### src/rtl/riscv32_mem_arbiter.sv
// riscv32_mem_arbiter: fetch/data arbiter onto one shared memory bus with starvation guard and slave timeout
module riscv32_mem_arbiter #(
  parameter int STARVE_LIMIT = 4,
  parameter int TIMEOUT      = 64
) (
  input  logic        clk,
  input  logic        rst,
  input  logic        i_rden,
  input  logic [31:0] i_rdaddr,
  output logic        i_rdhit,
  output logic [31:0] i_rddata,
  input  logic        d_rden,
  input  logic        d_wren,
  input  logic [31:0] d_rdwraddr,
  input  logic [3:0]  d_wr_be,
  input  logic [31:0] d_wrdata,
  output logic        d_rdwrhit,
  output logic [31:0] d_rddata,
  output logic        mem_req,
  output logic        mem_we,
  output logic [31:0] mem_addr,
  output logic [3:0]  mem_be,
  output logic [31:0] mem_wdata,
  input  logic        mem_ack,
  input  logic [31:0] mem_rdata,
  output logic        bus_err
);
  typedef enum logic [1:0] {IDLE, BUSY_I, BUSY_D, RESP} state_t;
  state_t      r_state;
  logic [3:0]  r_starve;
  logic [7:0]  r_tmo;
  logic        w_grant_d;
  logic        w_we;
  logic        w_tmo;
  logic [31:0] w_addr;
  logic [31:0] w_rdata;
  // data wins unless the fetch side has already been passed over STARVE_LIMIT times
  assign w_grant_d = (d_rden | d_wren) & ((r_starve < 4'(STARVE_LIMIT)) | ~i_rden);
  assign w_we      = w_grant_d & d_wren;
  assign w_addr    = w_grant_d ? d_rdwraddr : i_rdaddr;
  assign w_tmo     = r_tmo == 8'(TIMEOUT - 1);
  assign w_rdata   = (mem_ack && !mem_we) ? mem_rdata : 32'd0;
  always_ff @(posedge clk or posedge rst) begin
    if (rst) begin
      r_state   <= IDLE;
      r_starve  <= 4'd0;
      r_tmo     <= 8'd0;
      mem_req   <= 1'b0;
      mem_we    <= 1'b0;
      mem_addr  <= 32'd0;
      mem_be    <= 4'd0;
      mem_wdata <= 32'd0;
      i_rdhit   <= 1'b0;
      i_rddata  <= 32'd0;
      d_rdwrhit <= 1'b0;
      d_rddata  <= 32'd0;
      bus_err   <= 1'b0;
    end else begin
      i_rdhit   <= 1'b0;
      d_rdwrhit <= 1'b0;
      bus_err   <= 1'b0;
      case (r_state)
        IDLE: begin
          if (w_grant_d || i_rden) begin
            r_state   <= w_grant_d ? BUSY_D : BUSY_I;
            mem_req   <= 1'b1;
            mem_we    <= w_we;
            mem_addr  <= w_addr & ~32'h3;
            mem_be    <= w_we ? d_wr_be : 4'hF;
            mem_wdata <= w_we ? d_wrdata : 32'd0;
            r_starve  <= (w_grant_d && i_rden) ? r_starve + 4'd1 : 4'd0;
          end
        end
        BUSY_I, BUSY_D: begin
          r_tmo <= r_tmo + 8'd1;
          // a timeout completes the transaction like an ack, but with zero data and an error flag
          if (mem_ack || w_tmo) begin
            r_state <= RESP;
            mem_req <= 1'b0;
            bus_err <= ~mem_ack;
            if (r_state == BUSY_I) begin
              i_rdhit  <= 1'b1;
              i_rddata <= w_rdata;
            end else begin
              d_rdwrhit <= 1'b1;
              d_rddata  <= w_rdata;
            end
          end
        end
        default: begin
          r_tmo   <= 8'd0;
          r_state <= IDLE;
        end
      endcase
    end
  end
endmodule
### config.mk
export PLATFORM = sky130hd
export DESIGN_NAME = riscv32_mem_arbiter
export DESIGN_NICKNAME = d
export VERILOG_FILES = /design/src/rtl/riscv32_mem_arbiter.sv
export SDC_FILE = /design/constraint.sdc
export NUM_CORES = 1
export LEC_CHECK = 0
export ABC_AREA = 0
export CAP_MARGIN = 20
export CORE_MARGIN = 2
export CORE_UTILIZATION = 41
export DETAILED_ROUTE_END_ITERATION = 10
export GPL_ROUTABILITY_DRIVEN = 0
export PLACE_DENSITY = 0.89
export SLEW_MARGIN = 20
export SYNTH_ARGS = -nofsm -noshare
export SYNTH_HDL_FRONTEND = slang
export SYNTH_SLANG_ARGS = --single-unit
export TNS_END_PERCENT = 1
### constraint.sdc
create_clock -name clk -period 7.3 [get_ports clk]
set_input_delay 2.19 -clock clk [delete_from_list [all_inputs] [get_ports clk]]
set_output_delay 2.19 -clock clk [all_outputs]
set_load 0.05 [all_outputs]
### Yosys cells after proc, flatten, opt, wreduce, memory -nomap -nowiden

Index checks and enable logic that the tools add are counted.

| cells by class | value |
|---|---|
| add/sub/neg operators | 2 |
| order comparisons | 1 |
| equal/unequal tests | 5 |
| multiplexer cells | 21 |
| bitwise operators | 7 |
| reductions and logical operators | 13 |

Operator list:

| cell | number |
|---|---|
| $mux 32 | 3 |
| $pmux 8 s2 | 1 |
| $mux 1 | 10 |
| $reduce_and 3->1 | 3 |
| $add 8x1->8 const B | 1 |
| $eq 8x6->1 const B | 1 |
| $mux 4 | 2 |
| $mux 2 | 3 |
| $add 4x1->4 const B | 1 |
| $lt 4x3->1 const B | 1 |
| $ne 2x2->1 const B | 2 |
| $pmux 2 s2 | 1 |
| $reduce_and 2->1 | 2 |
| $not 1->1 | 3 |
| $and 1x1->1 | 2 |
| $eq 2x1->1 const B | 1 |
| $eq 2x2->1 const B | 1 |
| $logic_and 1x1->1 | 2 |
| $logic_not 2->1 | 1 |
| $logic_or 1x1->1 | 2 |
| $or 1x1->1 | 2 |
| $pmux 1 s2 | 1 |
| $reduce_bool 2->1 | 1 |
| $reduce_or 2->1 | 1 |
| $logic_not 1->1 | 1 |

| word-level totals | value |
|---|---|
| bits in registers | 149 |
| input port bits | 138 |
| output and inout port bits | 137 |
| logic and storage cells | 62 |

### Depth between registers and ports, before layout

| depth | value |
|---|---|
| depth after elaboration | 6 |
| gate-level depth with buffers | 7 |
| depth with buffers taken out | 6 |

### Least setup slack after synthesis

Ideal clock, no wire load.

| timing path | value |
|---|---|
| path type | input -> register |
| from | in d_rden |
| to | reg mem_wdata[10] |
| library setup time | 67 ps |
| arrival | 3054 ps |
| required time | 7233 ps |
| slack | 4179 ps |
| stages | 5 |
| path buffers | 2 |
| path through | nor3_1 > nand2b_1 > buf_2 > buf_2 > a22o_1 |

| between the ends | value |
|---|---|
| longest elaborated chain between the ends | 4 |
| elaborated cells on any way between the ends | 6 |
| those cells by class | 1 x mux; 3 x bitwise; 2 x reduce/logical |

Ends and longest elaborated chain:

| element | line | source |
|---|---|---|
| start, declared | 12 | `input logic d_rden,` |
| $or 1x1->1 * | 38 | `assign w_grant_d = (d_rden \| d_wren) & ((r_starve < 4'(STARVE_LIMIT)) \| ~i_rden);` |
| $and 1x1->1 * | 38 |  |
| $and 1x1->1 or $logic_or 1x1->1 (tied branches) | 39, 64 |  |
| $mux 32 or $reduce_and 2->1 (tied branches) | n/a |  |
| end signal, assigned | 70 | `mem_wdata <= w_we ? d_wrdata : 32'd0;` |
| end, declared | 23 | `output logic [31:0] mem_wdata,` |

Mark *: on every way between the ends. The rest lies on a longest branch, timed or not.
A chain may end at the register's enable or synchronous reset.

### Final worst setup path

| timing path | value |
|---|---|
| from | in d_rden |
| to | reg mem_req |

| between the ends | value |
|---|---|
| longest elaborated chain between the ends | 5 |

Ends and longest elaborated chain:

| element | line | source |
|---|---|---|
| $or 1x1->1 | 38 |  |
| $and 1x1->1 | 38 |  |
| $logic_or 1x1->1 | 64 | `if (w_grant_d \|\| i_rden) begin` |
| $ne 2x2->1 (no line) | n/a |  |
| $reduce_and 3->1 (no line) | n/a |  |
| end signal, assigned | 48 | `mem_req <= 1'b0;` |
| end signal, assigned | 66 | `mem_req <= 1'b1;` |
| end signal, assigned | 79 | `mem_req <= 1'b0;` |
| end, declared | 19 | `output logic mem_req,` |

No other way between the ends.

==> results.json <==
{
  "status": "finished, final reports clean",
  "die_x_um": 123.9,
  "cts_sinks": 149,
  "rr_endpoint": "i_rddata[14]",
  "dr.pass1.iters": 4,
  "hold_viol": 0,
  "ios": 275,
  "grt_remaining_overflow": 0,
  "clkTransAtPathRegs_ns": 0.06,
  "cts_hold_buf": 0,
  "power_leakage_nw": 3.991,
  "cts_buffer_depth": 2,
  "yosysTopAreaCellShare": 0.6324,
  "post-route-drc-count": 0,
  "multiInputGateArea_um2": 1964,
  "initial_utilization": 0.4215,
  "dp.final_hpwl_mm": 11.46,
  "yosysTopAreaCell": "dfrtp_1",
  "dpl_worst_slack_ns": 2.845,
  "critPathSlowestCell": "nand2b_2",
  "arrival_ns": 4.25,
  "synth_area_leaders": "dfrtp_1 63%, a22o_1 15%, nand2_1 4.6%",
  "post-route-cell-area_um2": 9208,
  "power_density_nw_per_um2": 525.9,
  "drv_cap": 0,
  "peakVddDrop_mv": 0.2753,
  "ant_nets": 0,
  "synth.most_common_cell": "dfrtp_1",
  "core_um2": 13990,
  "grt_pass1_wl_mm": 25.24,
  "ys_async_sr_fraction": 1.000,
  "grt_pass1_vias": 5001,
  "critical_path.top_delay_family": "simple AND/OR/NAND/NOR gates",
  "rows": 43,
  "wl_per_cell_um": 17.62,
  "antenna_found_initial": 0,
  "ys_top_cells_by_count": "149 x dfrtp_1, 99 x a22o_1, 72 x nand2_1, 36 x nor2_1, 30 x a31oi_1",
  "cts_tree": "yes",
  "die_h_um": 123.9,
  "netlist_area_um2": 5896,
  "drt_wl_total_mm": 16.47,
  "final-seq-area_um2": 3729,
  "worstHoldPathType": "flip-flop to flip-flop",
  "ys_seq_area_frac": 0.6324,
  "track_usage": 0.2155,
  "period_needed_ns": 3.985,
  "path_buf_inv": 1,
  "cp_max_fo": 37,
  "syn_inst": 488,
  "start_kind": "input port",
  "crit_path_end_kind": "flip-flop",
  "area_growth_pct": 56.18,
  "fin_crit_sh": 0.5458,
  "cts_resized": 0,
  "via_per_inst": 5.316,
  "vias": 4970,
  "root_buffer": "clkbuf_16",
  "grt_max_degree": 92,
  "ys_types": 37,
  "portBuffers": 268,
  "rr_startpoint": "r_state[0]",
  "htreeDepth": 4,
  "insertion_delay_ns": 0.41,
  "nFillCells": 1035,
  "layout-drive-gt1-share": 0.06755,
  "dieArea_um2": 15350,
  "num-nets-final": 885,
  "cp-endpoint": "mem_req",
  "yosys_most_used_dff": "dfrtp_1",
  "fin_skew_ns": 0.008368,
  "setup_tns_ns": 0,
  "criticalPathCategory": "input port to flip-flop",
  "syn_area_per_cell_um2": 12.08,
  "rsz0062_at_grt": "false",
  "cp-startpoint": "d_rden",
  "slew_viol_final": 0,
  "r2r_slack_ns": 5.07,
  "tritoncts.num_buffers": 17,
  "fmax_mhz": 251.0,
  "synth-edff-count": 0,
  "setup_viol": 0,
  "yosys_warnings": 0,
  "timing.final.ws_setup_ns": 3.315,
  "antenna_cells": 0,
  "worst_slew_pin_slew_ns": 0.8031,
  "cp_slowest_stage_delay_ns": 0.72,
  "rr_worst_depth": 6,
  "crit_chain": "clkdlybuf4s50_1 -> nor3_1 -> nand2b_2 -> o21a_1 -> o22ai_1",
  "slew_headroom": 0.4626,
  "post_cts_buffers": 0,
  "crit_cells": 5,
  "required_ns": 7.56,
  "detailed_place.area_um2": 8656,
  "ys_ff_latch": 149,
  "drt_iter0_drc": 266
}
stage by stage:
step,hold slack (ns),total power [mW],std cells,utilization
2_1_floorplan,0.4525,3.160,489,-
3_3_place_gp,0.4743,3.975,903,0.6181
3_5_place_dp,0.4796,4.055,903,0.6188
4_1_cts,0.5075,4.876,935,0.6581
5_1_grt,0.5181,5.077,935,0.6582
6_report,0.5023,4.842,935,0.6582
where the power goes:
group	switching, mW	internal (mW)	total, mW
logic	1.74	0.939	2.68
clock network	0.364	0.443	0.806
registers	0.195	1.16	1.36
total	2.30	2.55	4.84
registers in the layout (all words and copies together), names as in the netlist:
name / count
d_rddata: 32
r_starve: 4
mem_be: 4
mem_we: 1
d_rdwrhit: 1
r_tmo: 8
mem_wdata: 32
i_rddata: 32
bus_err: 1
r_state: 2
i_rdhit: 1
mem_req: 1
mem_addr: 30
layout make-up:
cell class / instances / area share
Sequential cell: 149 / 0.4049
Inverter: 6 / 0.002990
Multi-Input combinational cell: 296 / 0.2133
Timing Repair Buffer: 272 / 0.2946
Clock inverter: 15 / 0.01345
Clock buffer: 17 / 0.04620
Tap cell: 180 / 0.02446
cells in the final DEF, fill, tap and decap left out, types with 2 or more instances in the layout:
| cell type | Yosys | routed |
|---|---|---|
| nor2b_1 | 3 | 2 |
| nor4_1 | 2 | 2 |
| nand2_1 | 72 | 72 |
| a22o_1 | 99 | 99 |
| clkinvlp_4 | 0 | 5 |
| conb_1 | 1 | 2 |
| inv_6 | 0 | 6 |
| a31oi_1 | 30 | 30 |
| o21ai_0 | 7 | 7 |
| mux2_2 | 3 | 3 |
| clkinv_4 | 0 | 3 |
| dfrtp_1 | 149 | 149 |
| ha_1 | 5 | 5 |
| xnor2_1 | 2 | 2 |
| nor3_1 | 2 | 2 |
| a21oi_1 | 3 | 3 |
| inv_1 | 6 | 5 |
| buf_4 | 2 | 4 |
| nand3_1 | 3 | 3 |
| clkdlybuf4s50_1 | 0 | 268 |
| a21o_1 | 2 | 2 |
| nand2b_1 | 6 | 5 |
| nor2_1 | 36 | 36 |
| o22a_1 | 4 | 4 |
| clkbuf_16 | 0 | 17 |
routing by layer:
layer	wire (µm)	global-route usage	vias to the layer above
met1	6610	0.2593	2432
met2	8122	0.3620	239
met5	0	0	-
li1	-	-	2271
met3	1372	0.06822	28
met4	368	0.08357	0
worst min-delay path by stage:
stage	depth (start not counted)	startpoint	endpoint
after floorplan	1	r_tmo[7]	bus_err
after global placement	1	r_starve[3]	r_starve[3]
after detailed placement	2	r_starve[1]	r_starve[1]
after CTS	1	r_starve[3]	r_starve[3]
after global routing	1	r_tmo[7]	bus_err
final	1	r_tmo[7]	bus_err
cells by family (layout without fill, tap and decap cells):
logic type / count (synthesis) / after routing / share of synthesized area
adders and majority gates: 5 / 5 / 0.01061
and+or+nand+nor: 131 / 131 / 0.09890
xor gates and xnor gates: 2 / 2 / 0.002972
buffers and inverters: 44 / 310 / 0.04117
muxes: 3 / 3 / 0.005730
DFF: 149 / 149 / 0.6324
AOI/OAI and AO/OA: 153 / 153 / 0.2076
other: 1 / 2 / 0.0006361
Power figures use the tool's default switching activity.
